## src/rtl/vram_arbiter.sv

```systemverilog
// vram_arbiter: serialises CPU and video access to a single-port synchronous video RAM, video first with bounded CPU wait
module vram_arbiter #(
  parameter int ADDR_W   = 13,
  parameter int DATA_W   = 8,
  parameter int MAX_WAIT = 4
) (
  input  logic              i_clk,
  input  logic              i_rst,
  input  logic              i_cpu_req,
  input  logic              i_cpu_we,
  input  logic [ADDR_W-1:0] i_cpu_addr,
  input  logic [DATA_W-1:0] i_cpu_wdata,
  output logic [DATA_W-1:0] o_cpu_rdata,
  output logic              o_cpu_ack,
  input  logic              i_vid_req,
  input  logic [ADDR_W-1:0] i_vid_addr,
  output logic [DATA_W-1:0] o_vid_rdata,
  output logic              o_vid_ack,
  output logic [ADDR_W-1:0] o_ram_addr,
  output logic              o_ram_we,
  output logic [DATA_W-1:0] o_ram_wdata,
  input  logic [DATA_W-1:0] i_ram_rdata
);
  typedef enum logic [1:0] {IDLE, ACCESS, WAIT, ACK} state_t;
  state_t            r_state, w_next;
  logic              r_owner;
  logic              r_wr;
  logic [3:0]        r_wait_cnt;
  logic [ADDR_W-1:0] r_ram_addr;
  logic              r_ram_we;
  logic [DATA_W-1:0] r_ram_wdata;
  logic [DATA_W-1:0] r_cpu_rdata;
  logic [DATA_W-1:0] r_vid_rdata;
  logic              w_idle;
  logic              w_cpu_win;
  logic              w_vid_win;
  logic              w_sat;
  always_comb begin
    w_idle    = r_state == IDLE;
    w_sat     = r_wait_cnt == 4'(MAX_WAIT);
    w_cpu_win = i_cpu_req && (w_sat || !i_vid_req);
    w_vid_win = i_vid_req && !w_cpu_win;
  end
  always_comb begin
    w_next = w_idle ? ((i_cpu_req || i_vid_req) ? ACCESS : IDLE) :
             (r_state == ACCESS) ? WAIT :
             (r_state == WAIT) ? ACK : IDLE;
  end
  always_ff @(posedge i_clk or posedge i_rst)
    if (i_rst) r_state <= IDLE;
    else r_state <= w_next;
  always_ff @(posedge i_clk or posedge i_rst)
    if (i_rst) begin
      r_owner     <= 1'b0;
      r_wr        <= 1'b0;
      r_wait_cnt  <= '0;
      r_ram_addr  <= '0;
      r_ram_we    <= 1'b0;
      r_ram_wdata <= '0;
      r_cpu_rdata <= '0;
      r_vid_rdata <= '0;
    end else begin
      r_ram_we <= w_idle && w_cpu_win && i_cpu_we;
      if (w_idle) begin
        r_wait_cnt <= (w_cpu_win || !i_cpu_req) ? 4'd0 :
                      (w_vid_win && !w_sat) ? r_wait_cnt + 4'd1 : r_wait_cnt;
        if (w_cpu_win || w_vid_win) begin
          r_owner     <= w_cpu_win;
          r_wr        <= w_cpu_win && i_cpu_we;
          r_ram_addr  <= w_cpu_win ? i_cpu_addr : i_vid_addr;
          r_ram_wdata <= w_cpu_win ? i_cpu_wdata : r_ram_wdata;
        end
      end
      if (r_state == WAIT) begin
        r_cpu_rdata <= (r_owner && !r_wr) ? i_ram_rdata : r_cpu_rdata;
        r_vid_rdata <= !r_owner ? i_ram_rdata : r_vid_rdata;
      end
    end
  always_comb begin
    o_cpu_ack   = r_state == ACK && r_owner;
    o_vid_ack   = r_state == ACK && !r_owner;
    o_cpu_rdata = r_cpu_rdata;
    o_vid_rdata = r_vid_rdata;
    o_ram_addr  = r_ram_addr;
    o_ram_we    = r_ram_we;
    o_ram_wdata = r_ram_wdata;
  end
endmodule

```

## config.mk

```make
export PLATFORM = sky130hd
export DESIGN_NAME = vram_arbiter
export DESIGN_NICKNAME = d
export VERILOG_FILES = /design/src/rtl/vram_arbiter.sv
export SDC_FILE = /design/constraint.sdc
export NUM_CORES = 1
export LEC_CHECK = 0
export ABC_AREA = 1
export CORE_MARGIN = 5
export CORE_UTILIZATION = 25
export CTS_CLUSTER_DIAMETER = 50
export DETAILED_ROUTE_END_ITERATION = 10
export DONT_BUFFER_PORTS = 1
export RECOVER_POWER = 25
export SYNTH_ARGS = -nofsm -noshare
export SYNTH_HDL_FRONTEND = slang
export SYNTH_SLANG_ARGS = --single-unit
```

## constraint.sdc

```tcl
create_clock -name i_clk -period 2.2 [get_ports i_clk]
set_clock_uncertainty 0.15 [all_clocks]
set_input_delay 0.22 -clock i_clk [delete_from_list [all_inputs] [get_ports i_clk]]
set_output_delay 0.22 -clock i_clk [all_outputs]
set_load 0.01 [all_outputs]
```

== Word-level counts from Yosys, hierarchy flattened ==
Cells that the tools add are included.
Widths: inputs -> output; s select.

* Register bits after elaboration: 46
* Bits of input ports: 47
* Output and inout bits: 40
* Logic and storage cells: 48

* Add/sub/neg operators: 1
* Equal/unequal tests: 4
* Multiplexer cells: 7
* Bitwise operators: 1
* Reduce and logical (&&, ||, !) cells: 26

{| class="wikitable"
|+ Operators with widths
! operator !! count
|-
| $mux 13 || 1
|-
| $logic_and 1x1->1 || 9
|-
| $mux 4 || 2
|-
| $reduce_and 2->1 || 4
|-
| $logic_not 1->1 || 6
|-
| $mux 2 || 3
|-
| $add 4x1->4 const B || 1
|-
| $eq 2x2->1 const B || 2
|-
| $eq 4x3->1 const B || 1
|-
| $logic_or 1x1->1 || 4
|-
| $reduce_and 3->1 || 1
|-
| $eq 2x1->1 const B || 1
|-
| $logic_not 2->1 || 1
|-
| $reduce_bool 2->1 || 1
|-
| $mux 1 || 1
|-
| $not 1->1 || 1
|}

== Longest topological paths before layout ==
Gate-level depths: netlist of the first run.

* Depth after elaboration: 8
* Depth in mapped cells: 9
* Depth with buffers taken out: 8

== Worst setup path after synthesis of the first run ==
Ideal clock, no wire load.

* Path type: reg-to-reg
* Start point: register r_state[0]
* End point: register r_ram_addr[0] (netlist: o_ram_addr[0])
* Library setup time: 117 ps
* Arrival time: 1240 ps
* Data required time: 1933 ps
* Path slack: 693 ps
* Stages on the path, launching flop included: 9
* Path buffers: 1
* Period minus slack after synthesis: 1507 ps
* Cell sequence: dfrtp_1 > inv_1 > ha_1 > inv_2 > nor2_4 > inv_2 > buf_6 > nand2_1 > nand2_1

* Longest elaborated chain between the ends: 2

{| class="wikitable"
|+ RTL lines
! item !! RTL line !! source
|-
| start, declared || 25 || <nowiki>state_t r_state, w_next;</nowiki>
|-
| start signal, assigned || 51 || <nowiki>else r_state <= w_next;</nowiki>
|-
| $logic_not 2->1 || 39 || <nowiki>w_idle = r_state == IDLE;</nowiki>
|-
| $reduce_and 2->1 (no source line) || - ||
|-
| end signal, assigned || 70 || <nowiki>r_ram_addr <= w_cpu_win ? i_cpu_addr : i_vid_addr;</nowiki>
|-
| end, declared || 29 || <nowiki>logic [ADDR_W-1:0] r_ram_addr;</nowiki>
|}

Every way passes these cells.
A chain may end at the register's enable or synchronous reset.

== Worst setup path in the final report of the first run ==
* Start point: register r_wait_cnt[0]
* End point: register r_ram_addr[6] (netlist: o_ram_addr[6])

* Longest elaborated chain between the ends: 7
* Elaborated cells between the ends (all ways): 8
* Classes of those cells: 1 x eq/ne; 1 x mux; 6 x reduce/logical

{| class="wikitable"
|+ RTL lines
! item !! RTL line !! source
|-
| start, declared || 28 || <nowiki>logic [3:0] r_wait_cnt;</nowiki>
|-
| start signal, assigned || 65 || <nowiki>r_wait_cnt <= (w_cpu_win || !i_cpu_req) ? 4'd0 :</nowiki>
|-
| $eq 4x3->1 (*) || 40 || <nowiki>w_sat = r_wait_cnt == 4'(MAX_WAIT);</nowiki>
|-
| $logic_or 1x1->1 (*) || 41 || <nowiki>w_cpu_win = i_cpu_req && (w_sat || !i_vid_req);</nowiki>
|-
| $logic_and 1x1->1 (*) || 41 ||
|-
| $logic_not 1->1 || 42 || <nowiki>w_vid_win = i_vid_req && !w_cpu_win;</nowiki>
|-
| $logic_and 1x1->1 || 42 ||
|-
| $logic_or 1x1->1 || 67 || <nowiki>if (w_cpu_win || w_vid_win) begin</nowiki>
|-
| $reduce_and 2->1 (no source line) || - ||
|}

Every way passes the cells marked *; elsewhere a longest branch is shown, timed or not.

==> run metrics, run 1 <==
DRT Pass-1 Iters 4; CTS Buf Count 5; Placed Instance Area 0.00223 mm^2; setup TNS 0 ns; critical setup path kind reg -> reg; Post-synth EDFFs 0; status complete, no violations; die width around 100 um; Site Rows 33; synthesized area per cell 8.13 um^2; Design Area, Final 0.00263 mm^2; FF-to-FF Start r_wait_cnt[0]; largest net degree at the start of global routing 45; P_leak 0.00142 uW; CTS tree built; Routed Wire Length roughly 5500 um; first-pass GRT wire length 9330 um; cell area after synthesis between 0.002 and 0.0025 mm^2; drt drc 0; reg-to-reg endpoint o_ram_addr[6]; grt ovf 0; FILL cells ~900; hpwl dp 3690 um; Vias roughly 1700; synth top area cells dfrtp_1 (54%), nand2_1 (16%), inv_1 (8.1%); RSZ-0062 raised after global routing no; DP Cell Count 361; Power Total around 3100 uW; Antenna Nets Post-Route 0; ys async rst share between 90% and 100%; Post-Layout Cell Count roughly 400; data required time of the worst path 2.23 ns; Final Net Count between 300 and 400; Core ar. 0.00826 mm^2; CP max FO 13; clock buffer depth 2; later-pin clock latency in the skew report 0.29 ns; GP Congestion 0.710; number of global-route vias before repair 1930; yosys warns 0; Reg2Reg Setup Slack 0.50 ns; Vias/cell 4.27; CP startpoint kind flip-flop; Post-CTS Setup Repair Bufs 0; gr usage total 11.4%; Worst R2R Path Depth 8; final worst path period share 77.5%; Die H 102 um; Main synth FF type dfrtp_1; H-tree depth 2; initial antenna violation count 0; Slew headroom 24.3%; final hold vios 0; clock root cell clkbuf_8; Hold Path Sink o_ram_addr[8]; Min Hold Slack around 0.018 ns; Seq/Total Area, Yosys 54.3%; Worst Tran Pin Value 1.14 ns; final setup violation count 0; Port Buf Inserts 0; Power Dens Cells 1180 mW/mm^2; ANT cells 0; max_cap viols 0; Cells after Synth about 260; Post-Syn Nets ~310; Starting Density 25.7%; f_max 587 MHz; Synth Register Bits 46; CP Data Arrival Time 1.73 ns; area grow syn2layout 24.1%; share of layout cells above drive strength 1 5.07%; num ports 87; CTS clock-pin slew for the worst setup and hold paths 0.08 ns; Hold Path Depth 4; die area 0.0104 mm^2; hold crit path type in -> reg; Final Max Tran Viols 0; WL/cell 13.8 um; count leader, synth nand2_1; Multi-input gate area 729 um^2; top cells by count, synth nand2_1 (92), dfrtp_1 (46), inv_1 (46); Initial DRC Count 82; Cell variety after synth 15; CP Capture Type flip-flop; # clock sinks 46; hold wc startpoint i_cpu_addr[8]; Final Critical Period 1.70 ns; Synth area leader dfrtp_1; Yosys top cell area share 54.3%; Reg area 0.00115 mm^2; VDD IR max 501 uV
-- routing by layer --
layer  wire [um]  part of all wire, %  track usage [%]
met5           0                    0                0
met3         475                  8.6             3.69
met2        2680                   48             19.6
met1        2360                   43             13.9
met4          22                 0.40             2.83
-- area by class of cell --
class | instances | area share (%)
clock buffer | 7 | 3.28
clock inverter | 1 | 0.190
multi-input combinational | 158 | 27.7
sequential | 46 | 43.7
tap | 105 | 4.99
inverter | 48 | 6.85
timing repair buffer | 36 | 13.2
-- logic make-up after synthesis --
| family | synth area share (%) |
|---|---|
| simple gates | 25.3 |
| buf+inv | 11.3 |
| flops | 54.3 |
| compound gates | 4.72 |
| fa+ha+maj | 3.54 |
| xor+xnor | 0.826 |
-- critical path, cell delays in order (launching register included) --
cell     delay [ns]
dfrtp_1        0.40
inv_1          0.07
ha_1           0.19
nand3_1        0.11
nand2_2        0.07
nand2_1        0.34
nand2_1        0.10
nand3_1        0.10
nand2_1        0.06
-- metrics by stage --
stage          worst slack, ns  util (%)
2_1_floorplan            0.693         -
3_3_place_gp             0.555      27.1
3_5_place_dp             0.521      27.1
4_1_cts                  0.501      31.9
5_1_grt                  0.245      31.9
6_report                 0.496      31.9
-- flip-flops by register name, summed over array words and instances, names as in the netlist --
register,count
r_wait_cnt,4
o_ram_addr,13
o_vid_rdata,8
r_owner,1
r_wr,1
o_ram_wdata,8
r_state,2
o_cpu_rdata,8
o_ram_we,1
-- worst max-delay path by stage --
stage                       start             to  slack, ns
finish              r_wait_cnt[0]  o_ram_addr[6]       0.50
CTS                 r_wait_cnt[0]  o_ram_addr[6]       0.50
global route                i_rst  r_wait_cnt[2]       0.24
detailed placement  r_wait_cnt[0]  o_ram_addr[6]       0.52
floorplan              r_state[0]  o_ram_addr[0]       0.69
global placement    r_wait_cnt[0]  o_ram_addr[6]       0.56
-- power breakdown --
| group | switching (uW) | internal [uW] | leakage, uW |
|---|---|---|---|
| Combinational | 539 | 328 | 0.000798 |
| Sequential | 462 | 1240 | 0.000573 |
| Clock | 276 | 254 | 0.0000482 |
-- cell usage in the layout (no fill, tap or decap) --
cell type / instances
nand4_1: 1
clkbuf_1: 1
inv_1: 46
nand2_1: 92
xor2_1: 2
o21ai_0: 20
ha_1: 6
nor2_4: 1
dfrtp_1: 46
buf_4: 3
nand2_2: 1
nand3_1: 29
clkbuf_2: 1
clkinv_2: 1
clkbuf_8: 6
inv_2: 2
nor2_1: 6
dlygate4sd3_1: 32
-- repair_timing --
item	CTS	global route
hold buffers	31	1
endpoints found under the hold margin	85	1
gates resized for setup	0	0
(Power assumes the default switching activity.)
==> run 2: changes to the inputs <==
Clock period 2.2 ns to 1.63 ns, I/O delays scaled along.
==> run 2 against run 1 <==
Sequential cell count unchanged. Count of clock-buffer cells in the layout down 1. Critical path type unchanged. First-iteration DRC count down 52%. Register-to-register slack worse by 0.43 ns. Via count up 7.8%. Non-clock buffer count up 24. Setup slack worse by 0.43 ns. Global-route usage up 0.33 points. Critical endpoint is now o_ram_wdata[0].
==> run metrics, run 2 (synthesis gave the netlist of run 1 again) <==
initial antenna violation count 0; Starting Density 25.7%; H-tree depth 2; CTS Buf Count 5; commonest non-fill, non-tap cell in the layout nand2_1; RSZ-0062 raised after global routing yes; Final Critical Period 1.56 ns; P_leak 0.00154 uW; CP Capture Type flip-flop; grt ovf 0; area grow syn2layout 37.8%; CTS clock-pin slew for the worst setup and hold paths around 0.09 ns; Power Dens Cells between 1500 and 2000 mW/mm^2; number of global-route vias before repair approximately 2000; CP Data Arrival Time 1.60 ns; drt drc 0; hpwl dp 3840 um; num ports 87; reg-to-reg endpoint o_ram_wdata[0]; Largest register FFs 13; Core ar. 0.00826 mm^2; CP max FO 9; Worst R2R Path Depth 8; post-place setup slack ~0.0016 ns; Power Total ~4500 uW; gr usage total 11.7%; VDD IR max ~700 uV; Initial DRC Count 39; CP startpoint kind flip-flop; Vias 1848; Final Max Tran Viols 0; final critical-path setup slack between 0.06 and 0.07 ns; clock root cell clkbuf_8; f_max 641 MHz; Vias/cell 4.36; Worst Tran Pin Value 0.603 ns; FILL cells 829; DRT Pass-1 Iters 6; Final Net Count 372; Min Hold Slack 0.130 ns; first-pass GRT wire length approximately 9500 um; Die H 102 um; final worst path period share a little over nine tenths; later-pin clock latency in the skew report about 0.29 ns; hold wc startpoint i_cpu_req; ANT cells 0; status complete, no violations; Slew headroom 59.7%; Post-Layout Cell Count 424; final setup violation count 0; largest net degree at the start of global routing 27; Reg2Reg Setup Slack roughly 0.069 ns; clock buffer depth 2; WL/cell 14.1 um; # clock sinks 46; DP Cell Count 367; FF-to-FF Start r_wait_cnt[0]; share of layout cells above drive strength 1 8.15%; Port Buf Inserts 0; Site Rows 33; hold crit path type in -> reg; Hold Path Depth 5; GP Congestion 0.790; Routed Wire Length 5980 um; critical setup path kind reg -> reg; die width 102 um; Antenna Nets Post-Route 0; Hold Path Sink o_ram_addr[0]; CTS tree built; most frequent cells in the layout nand2_1 (92), dlygate4sd3_1 (49), dfrtp_1 (46); data required time of the worst path 1.67 ns; max_cap viols 0; final hold vios 0; die area around 0.010 mm^2
run 2: worst max-delay path, stage by stage (launching register included):
cell and delay [ns]:
dfrtp_1 0.39, inv_1 0.08, ha_1 0.15, nand3_1 0.13, nand2_4 0.13, nand3_2 0.11
buf_4 0.19, nand2_1 0.07, nand2_1 0.06
run 2: metrics by stage:
step | utilization, % | setup TNS, ns | cell area, um^2
after floorplan | - | 0 | 2120
after global placement | 27.8 | 0 | 2290
after detailed placement | 27.8 | 0 | 2290
after CTS | 34.8 | 0 | 2880
after global routing | 35.4 | -0.0575 | 2920
final | 35.4 | 0 | 2920
run 2: cell type report:
| class | count | area (um^2) | share of cell area (%) |
|---|---|---|---|
| flip-flops and latches | 46 | 1150 | 39.4 |
| multi-input cells | 158 | 742 | 25.4 |
| inverters | 48 | 180 | 6.16 |
| repair buffers | 60 | 606 | 20.7 |
| clock inverters | 1 | 30.0 | 1.03 |
| clock buffers | 6 | 82.6 | 2.83 |
| well taps | 105 | 131 | 4.49 |
run 2: worst max-delay path by stage:
stage / start / cells after the start / endpoint / slack (ns)
2_1_floorplan: r_state[0] / 8 / o_ram_addr[0] / 0.12
3_3_place_gp: r_wait_cnt[0] / 8 / o_ram_wdata[6] / 0.07
3_5_place_dp: r_wait_cnt[0] / 8 / o_ram_wdata[6] / 0.002
4_1_cts: r_wait_cnt[0] / 8 / o_ram_wdata[1] / 0.02
5_1_grt: r_wait_cnt[0] / 8 / o_ram_wdata[0] / -0.02
6_report: r_wait_cnt[0] / 8 / o_ram_wdata[0] / 0.07
run 2: report_power, final:
part	switching, uW	leakage [uW]	internal (uW)
clock network	386	0.0000573	491
logic	781	0.000914	562
registers	601	0.000573	1670
run 2: metal layers:
layer  up-vias  routed length, um  global-route usage [%]  share of wire, %
li1        899                  -                       -                 -
met1       871               2340                    12.3                39
met2        74               3070                    22.5                51
met3         4                550                    4.10               9.2
met4         0                 23                    2.42              0.38
met5         -                  0                       0                 0
run 2: what timing repair did:
action                     4_1_cts  5_1_grt
hold buffers                    47        2
setup endpoints to repair        2       23
setup buffers                    0        1
resized for setup                1        5
pin swaps                        0        1
hold endpoints to repair        67        2
